File: config.mk
export PLATFORM = sky130hd
export DESIGN_NAME = fetch_unit_flat
export DESIGN_NICKNAME = d
export VERILOG_FILES = /design/src/rtl/fetch_unit_if.sv /design/src/rtl/fetch_unit.sv /design/src/flat_wrapper.sv
export SDC_FILE = /design/constraint.sdc
export NUM_CORES = 1
export LEC_CHECK = 0
export CORE_ASPECT_RATIO = 0.6
export CORE_MARGIN = 2
export CORE_UTILIZATION = 45
export DETAILED_ROUTE_END_ITERATION = 6
export GPL_TIMING_DRIVEN = 0
export PLACE_DENSITY = 0.7
export SYNTH_ARGS = -nofsm -noshare
export SYNTH_HDL_FRONTEND = slang
export SYNTH_SLANG_ARGS = --single-unit
File: constraint.sdc
create_clock -name clk -period 2.45 [get_ports clk]
set_input_delay 0.49 -clock clk [delete_from_list [all_inputs] [get_ports clk]]
set_output_delay 0.49 -clock clk [all_outputs]
set_load 0.05 [all_outputs]
File: src/rtl/fetch_unit_if.sv
// Fetch-stage bundle: instruction-memory handshake, decoder-facing outputs and
// redirect/stall controls.
interface fetch_unit_if;
  logic        imem_req;
  logic [15:0] imem_addr;
  logic [15:0] imem_rdata;
  logic        imem_ready;
  logic        stall;
  logic        redirect_valid;
  logic [15:0] redirect_pc;
  logic [15:0] inst_out;
  logic [15:0] pc_plus2_out;
  logic        inst_valid;
  logic        halted;

  modport master (
    output imem_req, imem_addr, inst_out, pc_plus2_out, inst_valid, halted,
    input  imem_rdata, imem_ready, stall, redirect_valid, redirect_pc
  );

  modport slave (
    input  imem_req, imem_addr, inst_out, pc_plus2_out, inst_valid, halted,
    output imem_rdata, imem_ready, stall, redirect_valid, redirect_pc
  );
endinterface

File: src/rtl/fetch_unit.sv
// Instruction fetch: PC, variable-latency imem handshake, output register with
// one-entry skid buffer, redirect flush and halt detection.
module fetch_unit #(
  parameter logic [15:0] RESET_PC = 16'h0000,
  parameter logic [4:0]  HALT_OP  = 5'b00000
) (
  input logic         clk,
  input logic         rst,
  fetch_unit_if.master bus
);

  typedef enum logic [1:0] {
    FETCH   = 2'd0,
    DISCARD = 2'd1,
    HALTED  = 2'd2
  } state_t;

  state_t      state_r, state_s;
  logic [15:0] pc_r, pc_s;
  logic [15:0] req_addr_r, req_addr_s;
  logic        out_valid_r, out_valid_s;
  logic [15:0] out_inst_r, out_inst_s;
  logic [15:0] out_pc2_r, out_pc2_s;
  logic        skid_valid_r, skid_valid_s;
  logic [15:0] skid_inst_r, skid_inst_s;
  logic [15:0] skid_pc2_r, skid_pc2_s;

  logic        req_s;
  logic [15:0] addr_s;
  logic [15:0] pc_inc_s;
  logic        accept_s;
  logic        out_free_s;

  // Next-state, buffer movement and memory request generation
  always_comb begin
    state_s      = state_r;
    pc_s         = pc_r;
    req_addr_s   = req_addr_r;
    out_valid_s  = out_valid_r;
    out_inst_s   = out_inst_r;
    out_pc2_s    = out_pc2_r;
    skid_valid_s = skid_valid_r;
    skid_inst_s  = skid_inst_r;
    skid_pc2_s   = skid_pc2_r;
    req_s        = 1'b0;
    addr_s       = pc_r;
    pc_inc_s     = pc_r + 16'd2;

    case (state_r)
      FETCH: begin
        req_s  = !skid_valid_r;
        addr_s = pc_r;
      end
      DISCARD: begin
        // A request already in flight must complete at its original address
        req_s  = 1'b1;
        addr_s = req_addr_r;
      end
      HALTED: begin
        req_s  = 1'b0;
        addr_s = pc_r;
      end
      default: begin
        req_s  = 1'b0;
        addr_s = pc_r;
      end
    endcase

    accept_s   = (state_r == FETCH) && req_s && bus.imem_ready && !bus.redirect_valid;
    out_free_s = !out_valid_r || !bus.stall;

    if (bus.redirect_valid) begin
      out_valid_s  = 1'b0;
      skid_valid_s = 1'b0;
      pc_s         = bus.redirect_pc;
      if (req_s && !bus.imem_ready) begin
        state_s    = DISCARD;
        req_addr_s = addr_s;
      end else begin
        state_s    = FETCH;
      end
    end else begin
      if (out_free_s) begin
        if (skid_valid_r) begin
          out_valid_s  = 1'b1;
          out_inst_s   = skid_inst_r;
          out_pc2_s    = skid_pc2_r;
          skid_valid_s = 1'b0;
        end else begin
          out_valid_s  = 1'b0;
        end
      end else begin
        out_valid_s = out_valid_r;
      end

      if (accept_s) begin
        pc_s = pc_inc_s;
        if (out_free_s && !skid_valid_r) begin
          out_valid_s = 1'b1;
          out_inst_s  = bus.imem_rdata;
          out_pc2_s   = pc_inc_s;
        end else begin
          skid_valid_s = 1'b1;
          skid_inst_s  = bus.imem_rdata;
          skid_pc2_s   = pc_inc_s;
        end
        if (bus.imem_rdata[15:11] == HALT_OP) begin
          state_s = HALTED;
        end else begin
          state_s = FETCH;
        end
      end else if ((state_r == DISCARD) && bus.imem_ready) begin
        state_s = FETCH;
      end else begin
        state_s = state_r;
      end
    end
  end

  // State and datapath registers
  always_ff @(posedge clk) begin
    if (rst) begin
      state_r      <= FETCH;
      pc_r         <= RESET_PC;
      req_addr_r   <= RESET_PC;
      out_valid_r  <= 1'b0;
      out_inst_r   <= 16'h0000;
      out_pc2_r    <= 16'h0000;
      skid_valid_r <= 1'b0;
      skid_inst_r  <= 16'h0000;
      skid_pc2_r   <= 16'h0000;
    end else begin
      state_r      <= state_s;
      pc_r         <= pc_s;
      req_addr_r   <= req_addr_s;
      out_valid_r  <= out_valid_s;
      out_inst_r   <= out_inst_s;
      out_pc2_r    <= out_pc2_s;
      skid_valid_r <= skid_valid_s;
      skid_inst_r  <= skid_inst_s;
      skid_pc2_r   <= skid_pc2_s;
    end
  end

  assign bus.imem_req     = req_s;
  assign bus.imem_addr    = addr_s;
  assign bus.inst_out     = out_inst_r;
  assign bus.pc_plus2_out = out_pc2_r;
  assign bus.inst_valid   = out_valid_r;
  assign bus.halted       = (state_r == HALTED);

endmodule

File: src/flat_wrapper.sv
// flat-port wrapper written by rule: the top's interface ports become plain ports
module fetch_unit_flat 
#(
  parameter logic [15:0] RESET_PC = 16'h0000,
  parameter logic [4:0]  HALT_OP  = 5'b00000
)
  (clk, rst, bus_imem_req, bus_imem_addr, bus_inst_out, bus_pc_plus2_out, bus_inst_valid, bus_halted, bus_imem_rdata, bus_imem_ready, bus_stall, bus_redirect_valid, bus_redirect_pc);
  fetch_unit_if bus_i ();
  input logic clk;
  input logic rst;
  output wire logic [$bits(bus_i.imem_req)-1:0] bus_imem_req;
  output wire logic [$bits(bus_i.imem_addr)-1:0] bus_imem_addr;
  output wire logic [$bits(bus_i.inst_out)-1:0] bus_inst_out;
  output wire logic [$bits(bus_i.pc_plus2_out)-1:0] bus_pc_plus2_out;
  output wire logic [$bits(bus_i.inst_valid)-1:0] bus_inst_valid;
  output wire logic [$bits(bus_i.halted)-1:0] bus_halted;
  input wire logic [$bits(bus_i.imem_rdata)-1:0] bus_imem_rdata;
  input wire logic [$bits(bus_i.imem_ready)-1:0] bus_imem_ready;
  input wire logic [$bits(bus_i.stall)-1:0] bus_stall;
  input wire logic [$bits(bus_i.redirect_valid)-1:0] bus_redirect_valid;
  input wire logic [$bits(bus_i.redirect_pc)-1:0] bus_redirect_pc;
  assign bus_imem_req = bus_i.imem_req;
  assign bus_imem_addr = bus_i.imem_addr;
  assign bus_inst_out = bus_i.inst_out;
  assign bus_pc_plus2_out = bus_i.pc_plus2_out;
  assign bus_inst_valid = bus_i.inst_valid;
  assign bus_halted = bus_i.halted;
  assign bus_i.imem_rdata = bus_imem_rdata;
  assign bus_i.imem_ready = bus_imem_ready;
  assign bus_i.stall = bus_stall;
  assign bus_i.redirect_valid = bus_redirect_valid;
  assign bus_i.redirect_pc = bus_redirect_pc;
  fetch_unit #(.RESET_PC(RESET_PC), .HALT_OP(HALT_OP)) u_core (.clk(clk), .rst(rst), .bus(bus_i));
endmodule
---- Yosys cells after proc, flatten, opt, wreduce, memory -nomap -nowiden ----
Index checks and enable logic that the tools add are counted.
storage, ports and cells
  bits in registers ....................... 100
  bits in latches ......................... 0
  bits in writable memories ............... 0
  ROM bits ................................ 0
  input port bits ......................... 37
  output and inout port bits .............. 51
  logic and storage cells ................. 57
  memories kept ........................... 0
cells by class
  add/subtract/negate cells ............... 1
  multipliers ............................. 0
  divide/modulo/power cells ............... 0
  $lt $le $gt $ge ......................... 0
  eq/ne operators ......................... 2
  shifts and indexed selects .............. 0
  muxes and demuxes ....................... 24
  bitwise operators ....................... 2
  reductions and logical operators ........ 19
operators by type and width
  operator               number
  $mux 16                11
  $add 16x2->16 const B  1
  $mux 1                 8
  $mux 2                 4
  $logic_and 1x1->1      6
  $logic_not 1->1        5
  $logic_not 5->1        1
  $reduce_and 3->1       1
  $reduce_bool 3->1      1
  $eq 2x1->1 const B     1
  $eq 2x2->1 const B     1
  $logic_not 2->1        1
  $not 1->1              2
  $pmux 1 s2             1
  $reduce_and 2->1       1
  $reduce_bool 2->1      1
  $reduce_or 2->1        1
  $logic_or 1x1->1       1

---- Logic depth before layout (Yosys ltp) ----
  depth after elaboration ................. 7
  depth in mapped cells ................... 7

---- Worst setup path after synthesis ----
Ideal clock, no wire load.
  path type ............................... reg-to-output
  start point ............................. reg u_core.state_r[0]
  end point ............................... out bus_imem_addr[0]
  data arrival time ....................... 1.537 ns
  data required time ...................... 1.960 ns
  path slack .............................. 0.423 ns
  stages on the path, launching flop included .. 5
  path buffers ............................ 2
  path through ............................ dfxtp_1 nor2b_1 clkbuf_1 buf_2 mux2_2
on the way
  cells in the longest elaborated chain, start to end .. 2
ends and longest elaborated chain
  element                   RTL line            source
  start: declaration        fetch_unit.sv:18    state_t state_r, state_s;
  start signal: assignment  fetch_unit.sv:133   state_r <= state_s;
  $eq 2x1->1                fetch_unit.sv:49    case (state_r)
  $mux 16                   fetch_unit.sv:49
  end: declaration          flat_wrapper.sv:12  output wire logic [$bits(bus_i.imem_addr)-1:0] bus_imem_addr;
Every way passes these cells.

---- Worst setup path after layout ----
  start point ............................. in bus_imem_ready
  end point ............................... reg u_core.skid_pc2_r[9]
on the way
  cells in the longest elaborated chain, start to end .. 3
ends and longest elaborated chain
  element                         RTL line            source
  start: declaration              flat_wrapper.sv:18  input wire logic [$bits(bus_i.imem_ready)-1:0] bus_imem_ready;
  $logic_and 1x1->1 (2 in a row)  fetch_unit.sv:69    accept_s = (state_r == FETCH) && req_s && bus.imem_ready && !bus.redirect_valid;
  $reduce_and 3->1 (no line)      n/a
  end signal: assignment          fetch_unit.sv:141   skid_pc2_r <= skid_pc2_s;
  end: declaration                fetch_unit.sv:26    logic [15:0] skid_pc2_r, skid_pc2_s;
Every way passes these cells.
A chain may end at the register's enable or synchronous reset.

==> impl_summary.txt <==
----------------------------------------------------
[Run status]
  Run status ... finished clean

[CTS]
  Post-CTS Hold Fix Bufs ... 0
  Root Buffer ... sky130_fd_sc_hd__clkbuf_16
  Clock latency on the worst-skew pair ... roughly 350 ps
  Reg clk slew, reported paths ... approximately 70 ps
  Number of CTS-inserted buffers ... 9
  Clock tree from TritonCTS ... done
  Clock sink total ... 100
  Max Buffers Root-to-Sink ... 2
  H-tree level count ... 3

[GRT]
  All-Layer GR Usage ... approximately 26%
  Global-route wire length before repair ... between 20 and 25 mm
  Largest net degree at the start of global routing ... 15
  Number of global-route vias before repair ... 4321
  Total congestion overflow ... 0
  Antenna violations before repair ... 0

[Pwr]
  Sw power ... 1.03 mW
  Total internal power ... around 2.6 mW
  Clk pwr share ... a little over a third
  Proportion of power drawn by flip-flops and latches ... between 40 and 50%
  Power Dens Cells ... 615 nW/um^2
  Combinational share of power ... between 15 and 20%
  Worst supply voltage drop on vdd ... between 0.3 and 0.4 mV
  LEAKAGE ... ~2.1 nW
  Total Power Consumption ... 3.68 mW
  Net switching share of the total power ... between 20 and 30%

[Timing]
  Count of endpoints failing setup in the final report ... 0
  Final period util ... a little over nine tenths
  Final min period ... between 2000 and 2500 ps
  Pins Over Slew Limit ... 0
  Hold violation count in the final report ... 0
  Setup clock skew after layout ... roughly 6.4 ps
  Worst slew pin tran ... around 800 ps
  Maximum operating frequency ... roughly 0.42 GHz
  Rel. slew slack ... roughly 47%
  Total Neg Setup Slack ... 0 ps

[Routing]
  Wirelength, routed ... roughly 14 mm
  Number of violations reported at the end of detailed-routing iteration 0 ... between 300 and 400
  Antenna-violating nets left ... 0
  First-pass iteration count of the detailed router ... 5
  Remaining design rule violation count ... 0
  Vias post-DR ... roughly 4.5k
  Per-cell routed wire length ... 18.3 um
  Detail-routed via count per cell ... 5.75

[Worst setup path]
  Category of the critical setup timing path ... in2reg
  Startpoint type of the worst setup path ... input pin
  Worst Path Required ... 2650 ps
  CP Data Arrival Time ... about 2600 ps
  Crit path capture type ... register
  Maximum fanout count along the critical path ... 10

[Synthesis]
  Count of flip-flops with a built-in enable after synthesis ... 0
  Main area contributors after synthesis ... sky130_fd_sc_hd__dfxtp_1 43%, sky130_fd_sc_hd__nor2_1 5.6%, sky130_fd_sc_hd__nand2_1 5.3%
  FF+latch count, synth ... 100
  Syn_area_per_cell ... about 8.7 um^2
  Post-synthesis net count ... approximately 580
  List of most frequent post-synthesis cells ... 100 x sky130_fd_sc_hd__dfxtp_1, 70 x sky130_fd_sc_hd__nor2_1, 66 x sky130_fd_sc_hd__nand2_1
  Cell type with the largest total area after synthesis ... sky130_fd_sc_hd__dfxtp_1
  Top cell type's share of synthesized area ... a little over two fifths
  Most frequently used flop master after synthesis ... sky130_fd_sc_hd__dfxtp_1
  Async set or reset register ratio after synthesis ... 0%
  Syn Std Cell Area ... between 4000 and 5000 um^2
  Yosys warning count ... 0
  Cell with the most instances after synthesis ... sky130_fd_sc_hd__dfxtp_1
  Sequential element share of the synthesized area ... 42.7%
  Netlist cell types ... between 50 and 60
  Gate count after technology mapping ... 541

[Cells and area]
  Antenna diode count ... 0
  Layout cell share with drive strength beyond 1 ... a little over an eighth
  Final non-filler cell total ... slightly below 800
  Summed area of non-filler cells in the final layout ... 5980 um^2
  Synthesis-to-layout area growth ... 27.6%
  Layout Nets ... between 600 and 700

[Die]
  Height of the die ... 83.0 um
  CORE AREA ... roughly 10000 um^2
  I/O pin cnt ... 88
  Initial core utilization ... a little under half
  Chip width ... between 100 and 150 um
  Floorplan die area ... 11300 um^2
  Rows ... 28

[Worst hold path]
  Worst min-delay path category ... reg2reg

[Placed design]
  Count of input and output buffers ... slightly below 90
  Final weighted congestion in routability-driven placement ... roughly 0.89
  Cell area reported after detailed placement ... 5720 um^2
  Total instance count after detailed placement ... 763
  DPL Wire Length ... between 10 and 15 mm

[Job]
  Max-cap violations ... 0

----------------------------------------------------
==> logic make-up (layout without fill, tap and decap cells) <==
group                      after synthesis  count (layout)  share of synthesized area (%)
muxes                                   34              34                           7.69
DFF                                    100             100                           42.7
xor gates and xnor gates                17              17                           3.18
AOI/OAI and AO/OA                      135             135                           19.7
and+or+nand+nor                        202             202                           21.3
adders and majority gates                1               1                          0.267
buffers and inverters                   52             159                           5.13
==> final timing paths <==
path,end,from,cells past startpoint,slack (ps)
min reg2reg,u_core.bus.inst_out[0]$_SDFFE_PP0N_,u_core.bus.inst_out[0]$_SDFFE_PP0N_,2,450
max,u_core.skid_pc2_r[9]$_SDFFE_PP0P_,bus_imem_ready,7,40
max reg2reg,u_core.bus.pc_plus2_out[11]$_SDFFE_PP0N_,u_core.skid_valid_r$_SDFF_PP0_,6,210
min,u_core.bus.inst_out[0]$_SDFFE_PP0N_,u_core.bus.inst_out[0]$_SDFFE_PP0N_,2,450
==> flip-flops by register name, summed over array words and instances, names as in the netlist <==
register and count:
u_core.skid_pc2_r 16, u_core.skid_valid_r 1, u_core.bus.inst_out 16, u_core.state_r 2, u_core.bus.inst_valid 1, u_core.skid_inst_r 16, u_core.pc_r 16, u_core.req_addr_r 16
u_core.bus.pc_plus2_out 16
==> what timing repair did <==
action / CTS / global route
endpoints found under the setup margin: 38 / 49
setup buffers: 0 / 5
pin swaps: 0 / 2
resized for setup: 63 / 25
==> metal layers <==
metal | vias up | routed length (um) | global-route usage [%]
li1 | 2137 | - | -
met1 | 2170 | 7070 | 38.7
met2 | 183 | 6070 | 37.8
met3 | 10 | 1120 | 6.17
met4 | 0 | 76 | 5.21
met5 | - | 0 | 0
==> through the flow <==
stage | hold slack, ps | worst slack [ps] | utilization [%]
floorplan | 432 | 423 | -
CTS | 453 | -126 | 59.6
global placement | 437 | -487 | 57.3
finish | 448 | 43.8 | 59.9
global route | 478 | -17.3 | 59.9
detailed placement | 442 | -599 | 57.3
==> cell type report <==
cell class,count,area (um^2)
Buffer,48,245
Clock buffer,13,260
Clock inverter,2,10.0
Fill cell,889,4010
Inverter,4,15.0
Multi-Input combinational cell,389,2450
Sequential cell,100,2000
Tap cell,135,169
Timing Repair Buffer,92,827
==> layout by cell type (no fill, tap or decap), drive strengths merged, types with 9 or more instances in the layout <==
cell type / synthesis / final
nor4: 9 / 9
nand3: 11 / 11
mux2i: 18 / 18
o21ai: 19 / 19
xnor2: 11 / 11
nor2: 70 / 70
clkdlybuf4s50: 0 / 70
nor3: 16 / 16
a211oi: 21 / 21
buf: 17 / 32
mux2: 16 / 16
a22oi: 22 / 22
a21oi: 37 / 37
clkbuf: 31 / 50
dfxtp: 100 / 100
nand2: 66 / 66
==> power groups by stage <==
stage	clock, mW	combinational (mW)	sequential [mW]
after CTS	1.35	0.619	1.72
final	1.33	0.625	1.72
after global placement	0	0.621	1.75
after detailed placement	0	0.629	1.75
after global routing	1.42	0.664	1.72
after floorplan	0	0.327	1.82
==> critical path, cell delays in order <==
cell                              delay (ps)
sky130_fd_sc_hd__clkdlybuf4s50_1         600
sky130_fd_sc_hd__or4b_4                  500
sky130_fd_sc_hd__buf_6                   180
sky130_fd_sc_hd__nor3_4                  260
sky130_fd_sc_hd__buf_4                   170
sky130_fd_sc_hd__clkbuf_2                280
sky130_fd_sc_hd__a211oi_1                130
Power figures use the tool's default switching activity.
